**config.mk**
```make
export PLATFORM = sky130hd
export DESIGN_NAME = pipe_ctrl
export DESIGN_NICKNAME = d
export VERILOG_FILES = /design/src/rtl/mips_ctrl_pkg.sv /design/src/rtl/main_dec.sv /design/src/rtl/pipe_ctrl.sv
export SDC_FILE = /design/constraint.sdc
export NUM_CORES = 1
export LEC_CHECK = 0
export CORE_MARGIN = 5
export CORE_UTILIZATION = 37
export DETAILED_ROUTE_END_ITERATION = 16
export PLACE_DENSITY = 0.85
export SLEW_MARGIN = 10
export SYNTH_ARGS = -nofsm -noshare
export SYNTH_HDL_FRONTEND = slang
export SYNTH_SLANG_ARGS = --single-unit
```
**constraint.sdc**
```tcl
create_clock -name clk_i -period 4.2 [get_ports clk_i]
set_clock_uncertainty 0.2 [all_clocks]
set_input_delay 0.63 -clock clk_i [delete_from_list [all_inputs] [get_ports clk_i]]
set_output_delay 0.63 -clock clk_i [all_outputs]
set_load 0.01 [all_outputs]
```
**src/rtl/mips_ctrl_pkg.sv**
```systemverilog
// rtl/mips_ctrl_pkg.sv - opcode/funct constants and pipelined control bundles
package mips_ctrl_pkg;

  localparam logic [5:0] OP_RTYPE = 6'b000000;
  localparam logic [5:0] OP_J     = 6'b000010;
  localparam logic [5:0] OP_BEQ   = 6'b000100;
  localparam logic [5:0] OP_BNE   = 6'b000101;
  localparam logic [5:0] OP_ADDI  = 6'b001000;
  localparam logic [5:0] OP_LW    = 6'b100011;
  localparam logic [5:0] OP_SW    = 6'b101011;

  localparam logic [5:0] FN_SLL = 6'b000000;
  localparam logic [5:0] FN_SRL = 6'b000010;
  localparam logic [5:0] FN_ADD = 6'b100000;
  localparam logic [5:0] FN_SUB = 6'b100010;
  localparam logic [5:0] FN_AND = 6'b100100;
  localparam logic [5:0] FN_OR  = 6'b100101;
  localparam logic [5:0] FN_SLT = 6'b101010;

  typedef enum logic [1:0] {
    ALT_FUNCT = 2'b00,
    ALT_ADD   = 2'b01,
    ALT_SUB   = 2'b10,
    ALT_RSVD  = 2'b11
  } alt_ctrl_e;

  typedef struct packed {
    logic wreg;
    logic mem_to_reg;
  } ctrl_w_t;

  typedef struct packed {
    logic    mem_write;
    logic    branch;
    logic    bne;
    ctrl_w_t w;
  } ctrl_m_t;

  typedef struct packed {
    logic      reg_dst;
    logic      b_alu;
    logic      apply_shift;
    alt_ctrl_e alt;
    ctrl_m_t   m;
  } ctrl_e_t;

  localparam ctrl_w_t W_BUBBLE = '0;
  localparam ctrl_m_t M_BUBBLE = '0;
  localparam ctrl_e_t E_BUBBLE = '0;

endpackage

```
**src/rtl/main_dec.sv**
```systemverilog
// rtl/main_dec.sv - combinational opcode/funct decoder producing the full control bundle
module main_dec
  import mips_ctrl_pkg::*;
(
  input  logic [5:0] op_i,
  input  logic [5:0] funct_i,
  output ctrl_e_t    ctrl_o,
  output logic       jump_o,
  output logic       illegal_o
);

  // Anything not explicitly decoded leaves the bundle as a bubble.
  always_comb begin
    ctrl_o    = E_BUBBLE;
    jump_o    = 1'b0;
    illegal_o = 1'b0;
    case (op_i)
      OP_RTYPE: begin
        case (funct_i)
          FN_SLL, FN_SRL: begin
            ctrl_o.reg_dst     = 1'b1;
            ctrl_o.apply_shift = 1'b1;
            ctrl_o.m.w.wreg    = 1'b1;
          end
          FN_ADD, FN_SUB, FN_AND, FN_OR, FN_SLT: begin
            ctrl_o.reg_dst  = 1'b1;
            ctrl_o.m.w.wreg = 1'b1;
          end
          default: illegal_o = 1'b1;
        endcase
      end
      OP_LW: begin
        ctrl_o.b_alu          = 1'b1;
        ctrl_o.alt            = ALT_ADD;
        ctrl_o.m.w.wreg       = 1'b1;
        ctrl_o.m.w.mem_to_reg = 1'b1;
      end
      OP_SW: begin
        ctrl_o.b_alu       = 1'b1;
        ctrl_o.alt         = ALT_ADD;
        ctrl_o.m.mem_write = 1'b1;
      end
      OP_ADDI: begin
        ctrl_o.b_alu    = 1'b1;
        ctrl_o.alt      = ALT_ADD;
        ctrl_o.m.w.wreg = 1'b1;
      end
      OP_BEQ, OP_BNE: begin
        ctrl_o.alt      = ALT_SUB;
        ctrl_o.m.branch = 1'b1;
        ctrl_o.m.bne    = (op_i == OP_BNE);
      end
      OP_J:    jump_o    = 1'b1;
      default: illegal_o = 1'b1;
    endcase
  end

endmodule

```
**src/rtl/pipe_ctrl.sv**
```systemverilog
// rtl/pipe_ctrl.sv - D->E->M->W control pipeline with M-stage branch resolution
module pipe_ctrl
  import mips_ctrl_pkg::*;
(
  input  logic        clk_i,
  input  logic        reset_i,
  input  logic [31:0] instr_d_i,
  input  logic        zero_m_i,
  input  logic        stall_d_i,
  input  logic        flush_e_i,
  output logic        pc_j_o,
  output logic        reg_dst_rtrd_e_o,
  output logic        b_alu_input_e_o,
  output logic        apply_shift_e_o,
  output logic [1:0]  alu_alt_ctrl_e_o,
  output logic        mem_write_m_o,
  output logic        pc_beq_o,
  output logic        enable_wreg_w_o,
  output logic        mem_to_reg_w_o,
  output logic        illegal_d_o
);

  ctrl_e_t dec_ctrl;
  ctrl_e_t ctrl_e_d, ctrl_e_q;
  ctrl_m_t ctrl_m_d, ctrl_m_q;
  ctrl_w_t ctrl_w_d, ctrl_w_q;
  logic    taken;
  logic    unused_instr;

  assign unused_instr = ^instr_d_i[25:6];

  main_dec u_main_dec (
    .op_i      (instr_d_i[31:26]),
    .funct_i   (instr_d_i[5:0]),
    .ctrl_o    (dec_ctrl),
    .jump_o    (pc_j_o),
    .illegal_o (illegal_d_o)
  );

  assign taken = ctrl_m_q.branch & (zero_m_i ^ ctrl_m_q.bne);

  // A taken branch squashes the two younger instructions already in D and E.
  always_comb begin
    ctrl_e_d = dec_ctrl;
    ctrl_m_d = ctrl_e_q.m;
    ctrl_w_d = ctrl_m_q.w;
    if (stall_d_i || flush_e_i || taken) ctrl_e_d = E_BUBBLE;
    if (taken)                          ctrl_m_d = M_BUBBLE;
  end

  always_ff @(posedge clk_i or negedge reset_i) begin
    if (!reset_i) begin
      ctrl_e_q <= E_BUBBLE;
      ctrl_m_q <= M_BUBBLE;
      ctrl_w_q <= W_BUBBLE;
    end else begin
      ctrl_e_q <= ctrl_e_d;
      ctrl_m_q <= ctrl_m_d;
      ctrl_w_q <= ctrl_w_d;
    end
  end

  assign reg_dst_rtrd_e_o = ctrl_e_q.reg_dst;
  assign b_alu_input_e_o  = ctrl_e_q.b_alu;
  assign apply_shift_e_o  = ctrl_e_q.apply_shift;
  assign alu_alt_ctrl_e_o = ctrl_e_q.alt;
  assign mem_write_m_o    = ctrl_m_q.mem_write;
  assign pc_beq_o         = taken;
  assign enable_wreg_w_o  = ctrl_w_q.wreg;
  assign mem_to_reg_w_o   = ctrl_w_q.mem_to_reg;

endmodule

```
==> flow_results.org <==
** Floorplanning
- In this run the horizontal extent of the chip is 54.40 um.
- Floorplan Core Area :: 0.001922 sq mm
- Initial core utilization :: 0.3796
- In this run the count of I/O pins placed on the die edge is 48.
- Height of the chip :: approximately 54 um
- Row count :: 16
- The die covers 0.002959 sq mm.

** Synthesis
- Counting flops with an async set or reset pin after synthesis yields a share of 1.000.
- After synthesis, the largest family of logic cells by area is simple AND/OR/NAND/NOR gates.
- Measured against the total synthesized area, the mux share comes to 0.01372.
- For this run, the register share of the synthesized area comes to 0.5832.
- Area fraction in compound gates after synthesis :: 0.1063
- Among all flip-flop cells after synthesis, the most frequent one is sky130_fd_sc_hd__dfrtp_1.
- Synth unique cells :: 29
- Yosys printed 0 warnings.
- In this run, synthesis inferred 0 flip-flops with an integrated enable.
- Of the total synthesized cell area, the portion taken by full adders, half adders and majority gates is 0.
- Number of standard cells after synthesis :: between 60 and 70
- Per-instance average area after synthesis :: 11.58 sq um
- Total of flip-flops plus latches after synthesis :: 17
- Cell area after synthesis :: about 730 sq um
- Of the total synthesized cell area, the portion taken by AND, OR, NAND and NOR gates is 0.2384.
- Of the total synthesized cell area, the portion taken by XOR and XNOR cells is 0.01201.
- The number of nets in the synthesized netlist is 100.

** Setup path
- Launching element type of the critical path :: primary input
- Required time of the worst setup path :: between 3000 and 4000 ps
- Data arrival time of the worst path :: approximately 3100 ps
- Category of the worst setup path capture point :: primary output
- Highest net fanout along the worst path :: 6
- The critical path in this run is classified as primary input to primary output.

** CTS
- Once the clock tree was built, the setup fixing pass inserted 0 buffers.
- CTS Hold Bufs :: 0
- TritonCTS built the clock tree.
- The longest clock path from root to sink contains 2 buffers.
- CTS root buffer :: sky130_fd_sc_hd__clkbuf_4
- In this run the number of H-tree levels came out at 1.
- Clock slew at reported path FFs :: 90 ps
- CTS buffer count :: 3
- The clock reaches the later pin of the worst-skew pair after 270 ps.
- CTS saw 17 sinks.
- Once the clock tree was built, the resizer swapped 0 gates to a different size.

** Drt
- DRC errors left :: 0
- Starting DRC count in detailed routing :: 3
- Detailed-route wire length :: around 1400 um
- Avg WL per Cell :: roughly 12 um
- Using the TritonRoute via totals, the vias-per-cell ratio works out to approximately 4.8.
- Number of nets with antenna violations after routing :: 0
- Overall via count from detail_route :: 569
- Total iterations of the first detailed-routing run :: 2

** Timing
- Minimum hold slack :: between 150 and 200 ps
- The smallest clock period supported by the final layout is computed as approximately 4000 ps.
- Setup repair after global routing missed its margin :: no
- Setup ws final :: around 250 ps
- Number of slew-limit violations in the final report :: 0
- Number of hold violations in the final report :: 0
- Worst-Margin Slew :: roughly 690 ps
- Tcrit/Tclk final :: 0.9407
- Setup TNS :: 0 ps
- Highest clock frequency the design can meet :: about 250 MHz
- In this run the tightest slew margin relative to its limit is 0.5354.
- Setup violations remaining at the end of the flow were counted as 0.

** GRT
- The first global-routing pass estimated 2339 um of wire.
- Pin count of the biggest net entering global routing :: 18
- Global route total overflow :: 0
- Antenna violations before repair :: 0
- Across every metal layer, demand over resource in global routing totals 0.1107.
- Number of global-route vias before repair :: 569

** Power
- Dividing total power by cell area gives a power density of roughly 270 mW/mm^2.
- The worst-case IR drop observed on VDD is 0.1012 mV.
- Leakage :: between 0.4 and 0.5 nW

** Placement
- Last weighted congestion value of the routability-driven placer :: about 0.71
- At the placement stage, the worst setup path has a slack of 261.3 ps.
- After legalization and detailed placement, the total HPWL measured between 1000 and 1500 um.
- During placement, the flow inserted port buffers numbering 27.

** Final layout
- Final core utilization :: 0.5417
- Summing all flip-flop and latch instances after layout gives roughly 430 sq um.
- Post-synthesis to final-layout area growth :: 42.71%
- Counting the fill cells in the layout gives between 150 and 200.
- For this run, the post-layout net count is 130.
- Summing all multi-input logic gate instances after layout gives about 270 sq um.
- Of the cells placed in the final design, the portion with a size suffix greater than 1 is 0.1196.
- The number of antenna diodes in the final layout is 0.

** Flow run
- Across the run, the number of max-cap violations was 0.

** Status
- The flow ran to the end, and the final reports show no timing, DRC or antenna violations.

** Hold path
- The min-delay analysis places its worst path in the category flop to flop.
[stage by stage]
stage / cell area (sq um) / total power, mW / cells
floorplan: 729.5 / 0.1792 / 63
global placement: 1015 / 0.2026 / 115
detailed placement: 1015 / 0.2038 / 115
CTS: 1041 / 0.2846 / 119
global route: 1041 / 0.2971 / 119
finish: 1041 / 0.2804 / 119
[critical path, stage by stage]
cell                              delay (ps)
sky130_fd_sc_hd__clkdlybuf4s50_1         510
sky130_fd_sc_hd__or4_4                   570
sky130_fd_sc_hd__or4_4                   430
sky130_fd_sc_hd__a221o_2                 350
sky130_fd_sc_hd__a21boi_0                130
sky130_fd_sc_hd__clkdlybuf4s50_1         490
[state kept, by name, indices dropped and copies added (netlist names)]
| register | count |
|---|---|
| ctrl_e_q | 5 |
| apply_shift_e_o | 1 |
| ctrl_m_q | 4 |
| enable_wreg_w_o | 1 |
| alu_alt_ctrl_e_o | 2 |
| mem_write_m_o | 1 |
| reg_dst_rtrd_e_o | 1 |
| b_alu_input_e_o | 1 |
| mem_to_reg_w_o | 1 |
[power by group]
part / total, mW / switching (mW) / internal [mW] / leakage, nW
logic: 0.0360 / 0.0159 / 0.0202 / 0.198
registers: 0.164 / 0.000175 / 0.164 / 0.237
clock network: 0.0799 / 0.0432 / 0.0368 / 0.0150
total: 0.280 / 0.0592 / 0.221 / 0.450
[path summary, 6_finish.rpt]
kind	start	slack, ps	cells past startpoint	to
min reg2reg	ctrl_m_q[1]	160	0	enable_wreg_w_o
min in group asynchronous	reset_i	570	1	enable_wreg_w_o
min	ctrl_m_q[1]	160	0	enable_wreg_w_o
max in group asynchronous	reset_i	2790	1	mem_to_reg_w_o
max reg2reg	ctrl_m_q[2]	2340	4	ctrl_e_q[4]
max	instr_d_i[30]	250	6	illegal_d_o
[cell families (layout without fill, tap and decap cells)]
logic type,after synthesis,count (layout)
simple gates,29,29
flops,17,17
compound gates,10,10
buf+inv,5,34
xor+xnor,1,1
mux,1,1
[cells in the final DEF (no fill, tap or decap), types with 2 or more instances in the layout]
| cell | n |
|---|---|
| sky130_fd_sc_hd__dfrtp_1 | 17 |
| sky130_fd_sc_hd__clkdlybuf4s50_1 | 27 |
| sky130_fd_sc_hd__nor2_1 | 5 |
| sky130_fd_sc_hd__or4_4 | 2 |
| sky130_fd_sc_hd__inv_1 | 2 |
| sky130_fd_sc_hd__nor3_1 | 2 |
| sky130_fd_sc_hd__clkbuf_4 | 3 |
| sky130_fd_sc_hd__nor4_1 | 3 |
| sky130_fd_sc_hd__a21oi_1 | 2 |
| sky130_fd_sc_hd__and2_1 | 6 |
| sky130_fd_sc_hd__nand2_1 | 3 |
[Yosys cell counts, types with 2 or more instances]
master | instances | area, sq um
sky130_fd_sc_hd__nor4_1 | 3 | 18.77
sky130_fd_sc_hd__a21oi_1 | 2 | 10.01
sky130_fd_sc_hd__or4_4 | 2 | 22.52
sky130_fd_sc_hd__inv_1 | 2 | 7.510
sky130_fd_sc_hd__nor2_1 | 5 | 18.77
sky130_fd_sc_hd__nor3_1 | 2 | 10.01
sky130_fd_sc_hd__and2_1 | 6 | 37.54
sky130_fd_sc_hd__nand2_1 | 3 | 11.26
sky130_fd_sc_hd__buf_4 | 2 | 15.01
sky130_fd_sc_hd__dfrtp_1 | 17 | 425.4
[layout make-up]
cell class | instances | area share
clock buffer | 4 | 0.02524
tap | 27 | 0.03245
timing repair buffer | 28 | 0.2668
sequential | 17 | 0.4087
multi-input combinational | 41 | 0.2596
inverter | 2 | 0.007212
[per-layer routing]
metal | GRT usage | routed length [um] | share of wire | vias to the layer above
met2 | 0.1892 | 722 | 0.51 | 19
met1 | 0.1231 | 576 | 0.41 | 266
met3 | 0.02997 | 103 | 0.073 | 2
li1 | - | - | - | 282
met4 | 0.06224 | 10 | 0.0071 | 0
met5 | 0 | 0 | 0 | -
Power figures use the tool's default switching activity.
